## config.mk

```make
export PLATFORM = sky130hd
export DESIGN_NAME = mux_rr_arb
export DESIGN_NICKNAME = d
export VERILOG_FILES = /design/src/rtl/mux_rr_arb.sv
export SDC_FILE = /design/constraint.sdc
export NUM_CORES = 1
export LEC_CHECK = 0
export CAP_MARGIN = 15
export CORE_AREA = 2 2 95 61
export DETAILED_ROUTE_END_ITERATION = 10
export DIE_AREA = 0 0 97 63
export DONT_BUFFER_PORTS = 1
export PLACE_DENSITY = 0.78
export SETUP_SLACK_MARGIN = 0.2
export SKIP_LAST_GASP = 1
export SYNTH_ARGS = -nofsm -noshare
export SYNTH_HDL_FRONTEND = slang
export SYNTH_SLANG_ARGS = --single-unit
```

## constraint.sdc

```tcl
create_clock -name clk -period 3.35 [get_ports clk]
set_clock_uncertainty 0.15 [all_clocks]
set_input_delay 0.335 -clock clk [delete_from_list [all_inputs] [get_ports clk]]
set_output_delay 0.335 -clock clk [all_outputs]
set_load 0.01 [all_outputs]
```

## src/rtl/mux_rr_arb.sv

```systemverilog
// mux_rr_arb: NCH-channel arbitrated multiplexer with valid/ready handshakes.
// One channel is granted per cycle, by round-robin (mode=0) or by fixed
// lowest-index priority (mode=1). The granted word is captured into a
// one-entry output register. A new word is accepted whenever that register
// is empty or is being drained in the same cycle.
module mux_rr_arb #(
    parameter int WIDTH = 32,
    parameter int NCH   = 4,
    parameter int SELW  = $clog2(NCH)
) (
    input  logic                 clk,
    input  logic                 rst,
    input  logic                 mode,
    input  logic [NCH*WIDTH-1:0] in_data,
    input  logic [NCH-1:0]       in_valid,
    output logic [NCH-1:0]       in_ready,
    output logic [WIDTH-1:0]     out_data,
    output logic                 out_valid,
    input  logic                 out_ready,
    output logic [SELW-1:0]      out_sel
);

    // Output register and round-robin pointer.
    logic [WIDTH-1:0] r_out_data;
    logic             r_out_valid;
    logic [SELW-1:0]  r_out_sel;
    logic [SELW-1:0]  r_ptr;

    // Arbitration results for the current cycle.
    logic             w_load_en;
    logic             w_gnt_any;
    logic [SELW-1:0]  w_gnt_idx;
    logic             w_xfer;
    logic [WIDTH-1:0] w_gnt_data;
    logic [SELW-1:0]  w_ptr_next;

    // The register can take a new word when it is empty or is being drained now.
    assign w_load_en = ~r_out_valid | out_ready;

    // Pick the first valid channel, scanning from ptr (round-robin) or from 0 (priority).
    always_comb begin
        int              pos;
        logic [SELW-1:0] ch;
        // NOTE: every variable gets a default before the loop, so no path
        // leaves it unassigned and no latch is inferred.
        w_gnt_any = 1'b0;
        w_gnt_idx = '0;
        pos       = 0;
        ch        = '0;
        for (int k = 0; k < NCH; k++) begin
            if (mode) begin
                pos = k;
            end else begin
                pos = int'(r_ptr) + k;
                if (pos >= NCH) begin
                    pos = pos - NCH;
                end
            end
            ch = SELW'(pos);
            // NOTE: blocking assignments here let a later iteration see that an
            // earlier one already claimed the grant.
            if (!w_gnt_any && in_valid[ch]) begin
                w_gnt_any = 1'b1;
                w_gnt_idx = ch;
            end
        end
    end

    // A transfer happens only if someone is valid, the register can load, and reset is low.
    assign w_xfer     = w_load_en & ~rst & w_gnt_any;
    assign w_gnt_data = in_data[w_gnt_idx*WIDTH +: WIDTH];
    assign w_ptr_next = (w_gnt_idx == SELW'(NCH - 1)) ? '0 : w_gnt_idx + 1'b1;

    // Raise ready only toward the granted channel, and only when it will be accepted.
    always_comb begin
        in_ready = '0;
        if (w_xfer) begin
            in_ready[w_gnt_idx] = 1'b1;
        end
    end

    // Load, drain or hold the output register, and advance the round-robin pointer.
    always_ff @(posedge clk) begin
        if (rst) begin
            // NOTE: the data word is reset too, because reset must show
            // out_data=0 and a held word must be discarded, not delivered later.
            r_out_valid <= 1'b0;
            r_out_data  <= '0;
            r_out_sel   <= '0;
            r_ptr       <= '0;
        end else if (w_load_en) begin
            if (w_gnt_any) begin
                r_out_valid <= 1'b1;
                r_out_data  <= w_gnt_data;
                r_out_sel   <= w_gnt_idx;
                if (!mode) begin
                    r_ptr <= w_ptr_next;
                end
            end else begin
                r_out_valid <= 1'b0;
            end
        end
    end

    assign out_data  = r_out_data;
    assign out_valid = r_out_valid;
    assign out_sel   = r_out_sel;

endmodule
```

# Word-level counts from Yosys, hierarchy flattened
# Cells that the tools add are included.
[totals] ff_bits=37 input_bits=136 output_inout_bits=39 elab_cells=68
[op_classes] add_sub_neg=8 n_lt_le_gt_ge=10 eq_ne=1 n_shift=1 mux=29 bitwise_logic=6 reduce_logical=9
[op_table] op="128-bit by 8-bit indexed part select with 32-bit output" n=1
[op_table] op="2-bit two-way mux" n=13
[op_table] op="2-bit by 3-bit less-than comparator with 1-bit output, second input constant" n=5
[op_table] op="1-bit two-way mux" n=10
[op_table] op="3-bit >= comparator, second input constant" n=3
[op_table] op="1-bit binary-select mux with 2-bit select" n=4
[op_table] op="2-bit by 1-bit subtractor with 2-bit output, second input constant" n=4
[op_table] op="2-bit by 2-bit adder with 3-bit output, second input constant" n=2
[op_table] op="1-bit logical AND" n=4
[op_table] op="4-bit two-way mux" n=1
[op_table] op="2-bit by 1-bit adder with 3-bit output, second input constant" n=1
[op_table] op="2-bit by 3-bit >= comparator with 1-bit output, second input constant" n=1
[op_table] op="1-bit logical NOT" n=3
[op_table] op="1-bit NOT" n=3
[op_table] op="3-bit AND reduction" n=1
[op_table] op="2-bit by 1-bit adder with 2-bit output, second input constant" n=1
[op_table] op="1-bit AND" n=2
[op_table] op="1-bit demux with 2-bit select" n=1
[op_table] op="2-bit == test, second input constant" n=1
[op_table] op="2-bit by 1-bit >= comparator with 1-bit output, second input constant" n=1
[op_table] op="2-bit AND reduction" n=1
[op_table] op="1-bit OR" n=1

# Logic depth before layout (Yosys ltp)
# Gate-level depths: netlist of run 1.
[depth] depth_word=20 mapped_depth=11 depth_no_buf=8

# Worst setup path before layout of run 1
# OpenSTA, ideal clock, no wires.
[synth_path] path_type="input to output" from="in mode" to="out in_ready[2]" arrival_ns=2.214 required_ns=2.865 slack_ns=0.651 stages=11 path_buffers=3 cell_sequence="nand2b_1 -> buf_6 -> a221o_1 -> a211o_1 -> a21o_1 -> buf_6 -> buf_6 -> nand2_1 -> inv_1 -> ha_1 -> and3_1"
[synth_between] elab_chain_cells=18 elab_cells_between_ends=33 cone_classes="order compare: 2; mux: 23; bitwise: 1; reduce/logical: 7"
[synth_rtl] item="from (decl)" line_no="13" text="input logic mode,"
[synth_rtl] item="2-bit two-way mux" line_no="51" text="if (mode) begin"
[synth_rtl] item="1-bit binary-select mux with 2-bit select" line_no="62" text="if (!w_gnt_any && in_valid[ch]) begin"
[synth_rtl] item="1-bit two-way mux (implied by the code)" line_no="62"
[synth_rtl] item="1-bit two-way mux" line_no="62"
[synth_rtl] item="1-bit logical NOT" line_no="62"
[synth_rtl] item="1-bit logical AND" line_no="62"
[synth_rtl] item="1-bit two-way mux" line_no="62"
[synth_rtl] item="1-bit logical NOT" line_no="62"
[synth_rtl] item="(+2 left out)"
[synth_rtl] item="1-bit logical NOT" line_no="62"
[synth_rtl] item="1-bit logical AND" line_no="62"
[synth_rtl] item="2-bit two-way mux" line_no="62"
[synth_rtl] item="2-bit by 3-bit less-than comparator with 1-bit output (implied by the code) or 2-bit by 1-bit >= comparator with 1-bit output (tied branches)" line_no="78" text="in_ready[w_gnt_idx] = 1'b1;"
[synth_rtl] item="1-bit logical AND (implied by the code)" line_no="78"
[synth_rtl] item="1-bit two-way mux (implied by the code)" line_no="78"
[synth_rtl] item="1-bit demux with 2-bit select" line_no="78"
[synth_rtl] item="4-bit two-way mux (*)" line_no="77" text="if (w_xfer) begin"
[synth_rtl] item="to (decl)" line_no="16" text="output logic [NCH-1:0] in_ready,"
# Every way passes the cells marked *; elsewhere a longest branch is shown, timed or not. The select of a mux whose other input is x is not followed.

# Final worst setup path of run 1
[layout_path] from="reg r_ptr[0]" to="out in_ready[1]"
[layout_between] elab_chain_cells=20 elab_cells_between_ends=48 cone_classes="add/sub: 7; order compare: 6; mux: 27; bitwise: 1; reduce/logical: 7"
[layout_rtl] item="from (decl)" line_no="27" text="logic [SELW-1:0] r_ptr;"
[layout_rtl] item="from (signal assigned)" line_no="97" text="r_ptr <= w_ptr_next;"
[layout_rtl] item="branches (longest 19 deep; another with 2-bit by 1-bit adder with 3-bit output)"
[layout_rtl] item="4-bit two-way mux (*)" line_no="77"
# Every way passes the cells marked *. The select of a mux whose other input is x is not followed.

==> metrics, run 1 <==
status complete, no violations; global-route wire length before repair 15400 µm; Arr. time, crit path 2450 ps; post-synthesis sequential area ratio 22.8%; Post-Route WL 9750 µm; dpl ws 408 ps; Antenna diodes 0; Int Power 0.973 mW; Avg Cell Area, Syn 7.83 µm²; First-pass DRT Iterations 5; final hold viol count 0; Tcrit/Tclk final 87.5%; Skew-Pair Late Insertion Delay 280 ps; RR Endpoint out_data[30]$_SDFFE_PP0P_; Critical R2R Launch r_ptr[0]$_SDFFE_PP0P_; met3 GRT Util 8.28%; CP Capture Type primary output; DRT iter0 DRCs 213; Reg2Reg Depth 8; total CTS buffers 5; clock share of power 17.7%; worst hold endpoint r_ptr[1]$_SDFFE_PP0P_; die area 6110 µm²; Rows 21; Cell Chain, Critical Path nand2b_1, a32o_1, o221a_2, a21oi_2, nand2_1, buf_4, nor3_1; leading area contributor after synthesis dfxtp_1; area growth from synthesis to layout 2.85%; final setup fails 0; Setup TNS 0 ps; worst setup margin 418 ps; post-DR vias/cell 7.19; cell with the largest stage delay on the worst path dfxtp_2; Reg2Reg Setup Slack 500 ps; vias in the first global route 2933; CTS Root Cell clkbuf_8; yosys warns 0; number of buffers and inverters on the critical path 1; GRT Util Overall 30.1%; Syn Std Cell Area 3250 µm²; DRT antenna net count 0; Die H 63 µm; Power Total 1.69 mW; placed insts 450; port bufs 0; Syn Nets 553; gr busiest metal met2; maximum vdd ir drop 0.212 mV; Worst slew margin 56.6%; startpoint type of the worst setup path register; top-area cell type share of the netlist area 22.8%; CP max FO 15; GR Util met2 47.9%; delay-heaviest family, CP compound AO/OA/AOI/OAI gates; beginning of the worst hold path mode; static leakage power 1.30 nW; clk slew on worst S/H paths 70 ps; Sink Count 37; total congestion overflow 0; Flop pwr share 38.7%; Worst-Margin Slew 652 ps; H-tree depth 2; ys async rst share 0%; core area 5280 µm²; Starting Density 61.5%; Vias 3300; routing usage on met1 41.1%; min Tclk post-route 2930 ps; most numerous cell in the Yosys netlist inv_1; Die Span X 97 µm; CTS tree yes; largest net degree at the start of global routing 65; initial antenna violation count 0; Yosys reg bits 37; fin. max-slew vios 0; post-synth cell types 48; max capacitance violation total 0; synth top area cells dfxtp_1 (23%), a211oi_1 (15%), a2111oi_1 (8.3%); share of layout cells above drive strength 1 11.8%; Wirelength per Cell 21.2 µm; P_sw 0.717 mW; Max clock buf depth 2; Hold Path Cell Cnt 3; EDFF count, synth 0; crit path kind register to primary output; max incr delay on CP 400 ps; Sw Share 42.4%; Ports 175; combinational share of power 43.6%; most used flip-flop cell after synthesis dfxtp_1; Tightest Hold Check Type input port to register; final core occ 63.3%; Cells after Synth 415; Power per Cell Area 506 nW/µm²; final cell count without fillers 459; # DRC 0; HPWL after detailed placement 6880 µm; RSZ-0062 raised after global routing false; GP Congestion 0.915; fmax 341 MHz; CP required 2860 ps; most frequent cells after synthesis inv_1 (69), a211oi_1 (66), dfxtp_1 (37); Final nets 527
worst min-delay path, cell delays in order:
cell and delay (ps):
a211oi_1 30, nand2_1 60, a21oi_1 50
registers in the layout, summed over array words and instances, names as in the netlist:
| register | count |
|---|---|
| r_ptr | 2 |
| out_data | 32 |
| out_sel | 2 |
| out_valid | 1 |
metrics by stage:
step                      area (µm²)  hold WS [ps]
final                           3340           102
after global routing            3340           106
after CTS                       3340          90.4
after detailed placement        3240           257
after global placement          3240           256
after floorplan                 3250           254
cell type report:
type | count | area, µm²
timing repair buffer | 22 | 205
clock buffer | 6 | 72.6
multi-input combinational | 253 | 1960
tap | 69 | 86.3
inverter | 70 | 263
fill | 471 | 1940
sequential | 37 | 742
clock inverter | 2 | 10.0
layer usage:
layer | vias up | wire length [µm]
met5 | - | 0
li1 | 1572 | -
met1 | 1541 | 4200
met2 | 179 | 4570
met3 | 8 | 898
met4 | 0 | 71
layout by cell type, fill, tap and decap left out, drive strengths merged, types with 6 or more instances in the layout:
| master | netlist | final |
|---|---|---|
| a21oi | 8 | 8 |
| nand3 | 34 | 34 |
| dfxtp | 37 | 37 |
| o31ai | 32 | 32 |
| buf | 35 | 21 |
| clkbuf | 20 | 6 |
| a221oi | 32 | 32 |
| a2111oi | 32 | 32 |
| inv | 70 | 70 |
| a211oi | 66 | 66 |
cell families after synthesis:
logic type,share of synthesized area [%]
and+or+nand+nor,9.70
buffers and inverters,17.3
AOI/OAI and AO/OA,48.9
xor gates and xnor gates,0.270
DFF,22.8
muxes,0.308
adders and majority gates,0.770
worst max path at each step:
stage                          startpoint                         to  slack [ps]  depth (start not counted)
floorplan                            mode                in_ready[2]         650                         11
global placement    r_ptr[0]$_SDFFE_PP0P_  out_data[30]$_SDFFE_PP0P_         490                          7
detailed placement  r_ptr[0]$_SDFFE_PP0P_  out_data[30]$_SDFFE_PP0P_         410                          7
global route        r_ptr[0]$_SDFFE_PP0P_                in_ready[1]         290                          7
finish              r_ptr[0]$_SDFFE_PP0P_                in_ready[1]         420                          7
CTS                 r_ptr[0]$_SDFFE_PP0P_                in_ready[1]         280                          7
power groups by stage:
stage | registers, mW | clock network (mW) | logic [mW]
after floorplan | 0.630 | 0 | 0.593
after global placement | 0.661 | 0 | 0.702
after detailed placement | 0.662 | 0 | 0.721
after CTS | 0.653 | 0.305 | 0.727
after global routing | 0.664 | 0.328 | 0.804
final | 0.654 | 0.300 | 0.736
what timing repair did:
action                                  CTS  global route
hold endpoints to repair                  4             0
cloned                                    0             0
buffers inserted                          0             0
endpoints found under the setup margin    2            14
pin swaps                                 0             0
hold buffers                              1             0
gates resized for setup                   1             1
(Power assumes the default switching activity.)
==> run 2: changes to the inputs <==
- CORE_AREA: 2 2 95 61 -> 2 2 62 93
- DIE_AREA: 0 0 97 63 -> 0 0 64 95
- PLACE_DENSITY: 0.78 -> 0.77
- clock period: 3.35 -> 3.45 ns (I/O delays scaled with it)
==> metrics, run 2 (synthesized netlist as in run 1, its figures left out) <==
status complete, no violations; Vias 3382 (+2.5%); Tightest Hold Check Type input port to register; # DRC 0 (unchanged); Ports 175 (unchanged); fmax 319 MHz; Max clock buf depth 2 (unchanged); P_sw 0.700 mW (-2.3%); global-route wire length before repair 15400 µm (+0.31%); DRT antenna net count 0 (unchanged); initial antenna violation count 0 (unchanged); startpoint type of the worst setup path register; core area 5330 µm² (+0.85%); CP Capture Type primary output; GRT Util Overall 31.7% (+1.6 points); Rows 33 (+57%); Starting Density 61.0% (-0.52 points); Antenna diodes 0 (unchanged); total congestion overflow 0 (unchanged); CP required 2950 ps (+90 ps); Final nets 530 (+0.57%); HPWL after detailed placement 7100 µm (+3.2%); First-pass DRT Iterations 5 (unchanged); total CTS buffers 5 (unchanged); Tcrit/Tclk final 90.7%; Worst slew margin 58.8% (+2.3 points); commonest non-fill, non-tap cell in the layout inv_1; area growth from synthesis to layout 3.66%; Wirelength per Cell 21.4 µm (+1.0%); maximum vdd ir drop 0.214 mV (+0.74%); largest net degree at the start of global routing 42 (-35%); die area 6080 µm² (-0.51%); Die H 95 µm (+51%); crit path kind register to primary output; Skew-Pair Late Insertion Delay 290 ps (about the same); fin. max-slew vios 0 (unchanged); clock share of power 22.9% (+5.2 points); final core occ 63.2% (about the same); Sink Count 37 (unchanged); min Tclk post-route 3130 ps; Post-Route WL 9930 µm (+1.9%); GP Congestion 0.989 (+8.1%); CTS Root Cell clkbuf_8; Setup TNS 0 ps (unchanged); DRT iter0 DRCs 235 (+10%); most frequent cells in the layout inv_1 (69), a211oi_1 (66), dfxtp_1 (36); Flop pwr share 36.3% (-2.4 points); combinational share of power 40.8% (-2.8 points); Power per Cell Area 517 nW/µm² (+2.2%); port bufs 0 (unchanged); static leakage power 1.32 nW (+1.3%); RSZ-0062 raised after global routing false; vias in the first global route 3199 (+9.1%); Die Span X 64 µm (-34%); max capacitance violation total 0 (unchanged); Int Power 1.04 mW (+7.0%); CP max FO 15 (unchanged); final hold viol count 0 (unchanged); CTS tree yes; post-DR vias/cell 7.30 (+1.6%); clk slew on worst S/H paths 80 ps (about the same); H-tree depth 2 (unchanged); share of layout cells above drive strength 1 12.7% (+0.93 points); final setup fails 0 (unchanged); Sw Share 40.2% (-2.2 points); max reg flops 32 (unchanged); Arr. time, crit path 2640 ps (+190 ps); Worst-Margin Slew 612 ps (-39.5 ps)
## run 2: through the flow
| step | setup WS (ps) | area, µm² | hold slack, ps | instances | power (mW) |
|---|---|---|---|---|---|
| after global placement | 547 | 3220 | 267 | 451 | 1.31 |
| final | 320 | 3370 | 94.2 | 463 | 1.74 |
| after detailed placement | 483 | 3220 | 271 | 451 | 1.33 |
| after floorplan | 731 | 3250 | 264 | 415 | 1.19 |
| after CTS | 307 | 3340 | 86.8 | 460 | 1.72 |
| after global routing | 214 | 3370 | 108 | 463 | 1.83 |
## run 2: final cells by class
class                           count  area (µm²)
Multi-Input combinational cell    253        1970
Fill cell                         492        1960
Sequential cell                    37         742
Inverter                           70         263
Timing Repair Buffer               25         190
Tap cell                           70        87.6
Clock buffer                        7        86.3
Clock inverter                      1        30.0
## run 2: final timing paths
path | endpoint | cells past startpoint | startpoint | slack, ps
setup / recovery | in_ready[0] | 7 | r_ptr[0]$_SDFFE_PP0P_ | 320
hold / removal | r_ptr[1]$_SDFFE_PP0P_ | 3 | mode | 90
setup reg to reg | out_data[31]$_SDFFE_PP0P_ | 7 | r_ptr[0]$_SDFFE_PP0P_ | 650
hold reg to reg | out_data[19]$_SDFFE_PP0P_ | 2 | out_data[19]$_SDFFE_PP0P_ | 370
## run 2: power by group through the flow
stage | combinational, mW | clock, mW | sequential (mW)
after floorplan | 0.576 | 0 | 0.611
after global placement | 0.672 | 0 | 0.638
after detailed placement | 0.690 | 0 | 0.640
after CTS | 0.691 | 0.400 | 0.632
after global routing | 0.776 | 0.415 | 0.641
final | 0.710 | 0.399 | 0.632
## run 2: critical path, cell delays in order (launching register included)
cell and delay, ps:
dfxtp_2 400, nand2b_1 180, a32o_1 280, o221a_2 340, a21oi_2 240, nand2_1 290, nor4b_1 430, buf_4 190
## run 2: timing repair
action,in CTS,in global routing
gates resized for setup,1,1
buffers inserted,0,3
setup endpoints to repair,1,2
hold buffers,1,0
hold endpoints to repair,4,0
pin swaps,0,1
## run 2: layer usage
| layer | track usage, % | share of wire [%] | vias to the layer above |
|---|---|---|---|
| met5 | 0 | 0 | - |
| met2 | 56.3 | 51 | 197 |
| li1 | - | - | 1579 |
| met1 | 36.0 | 37 | 1574 |
| met3 | 6.91 | 8.0 | 32 |
| met4 | 13.6 | 3.2 | 0 |
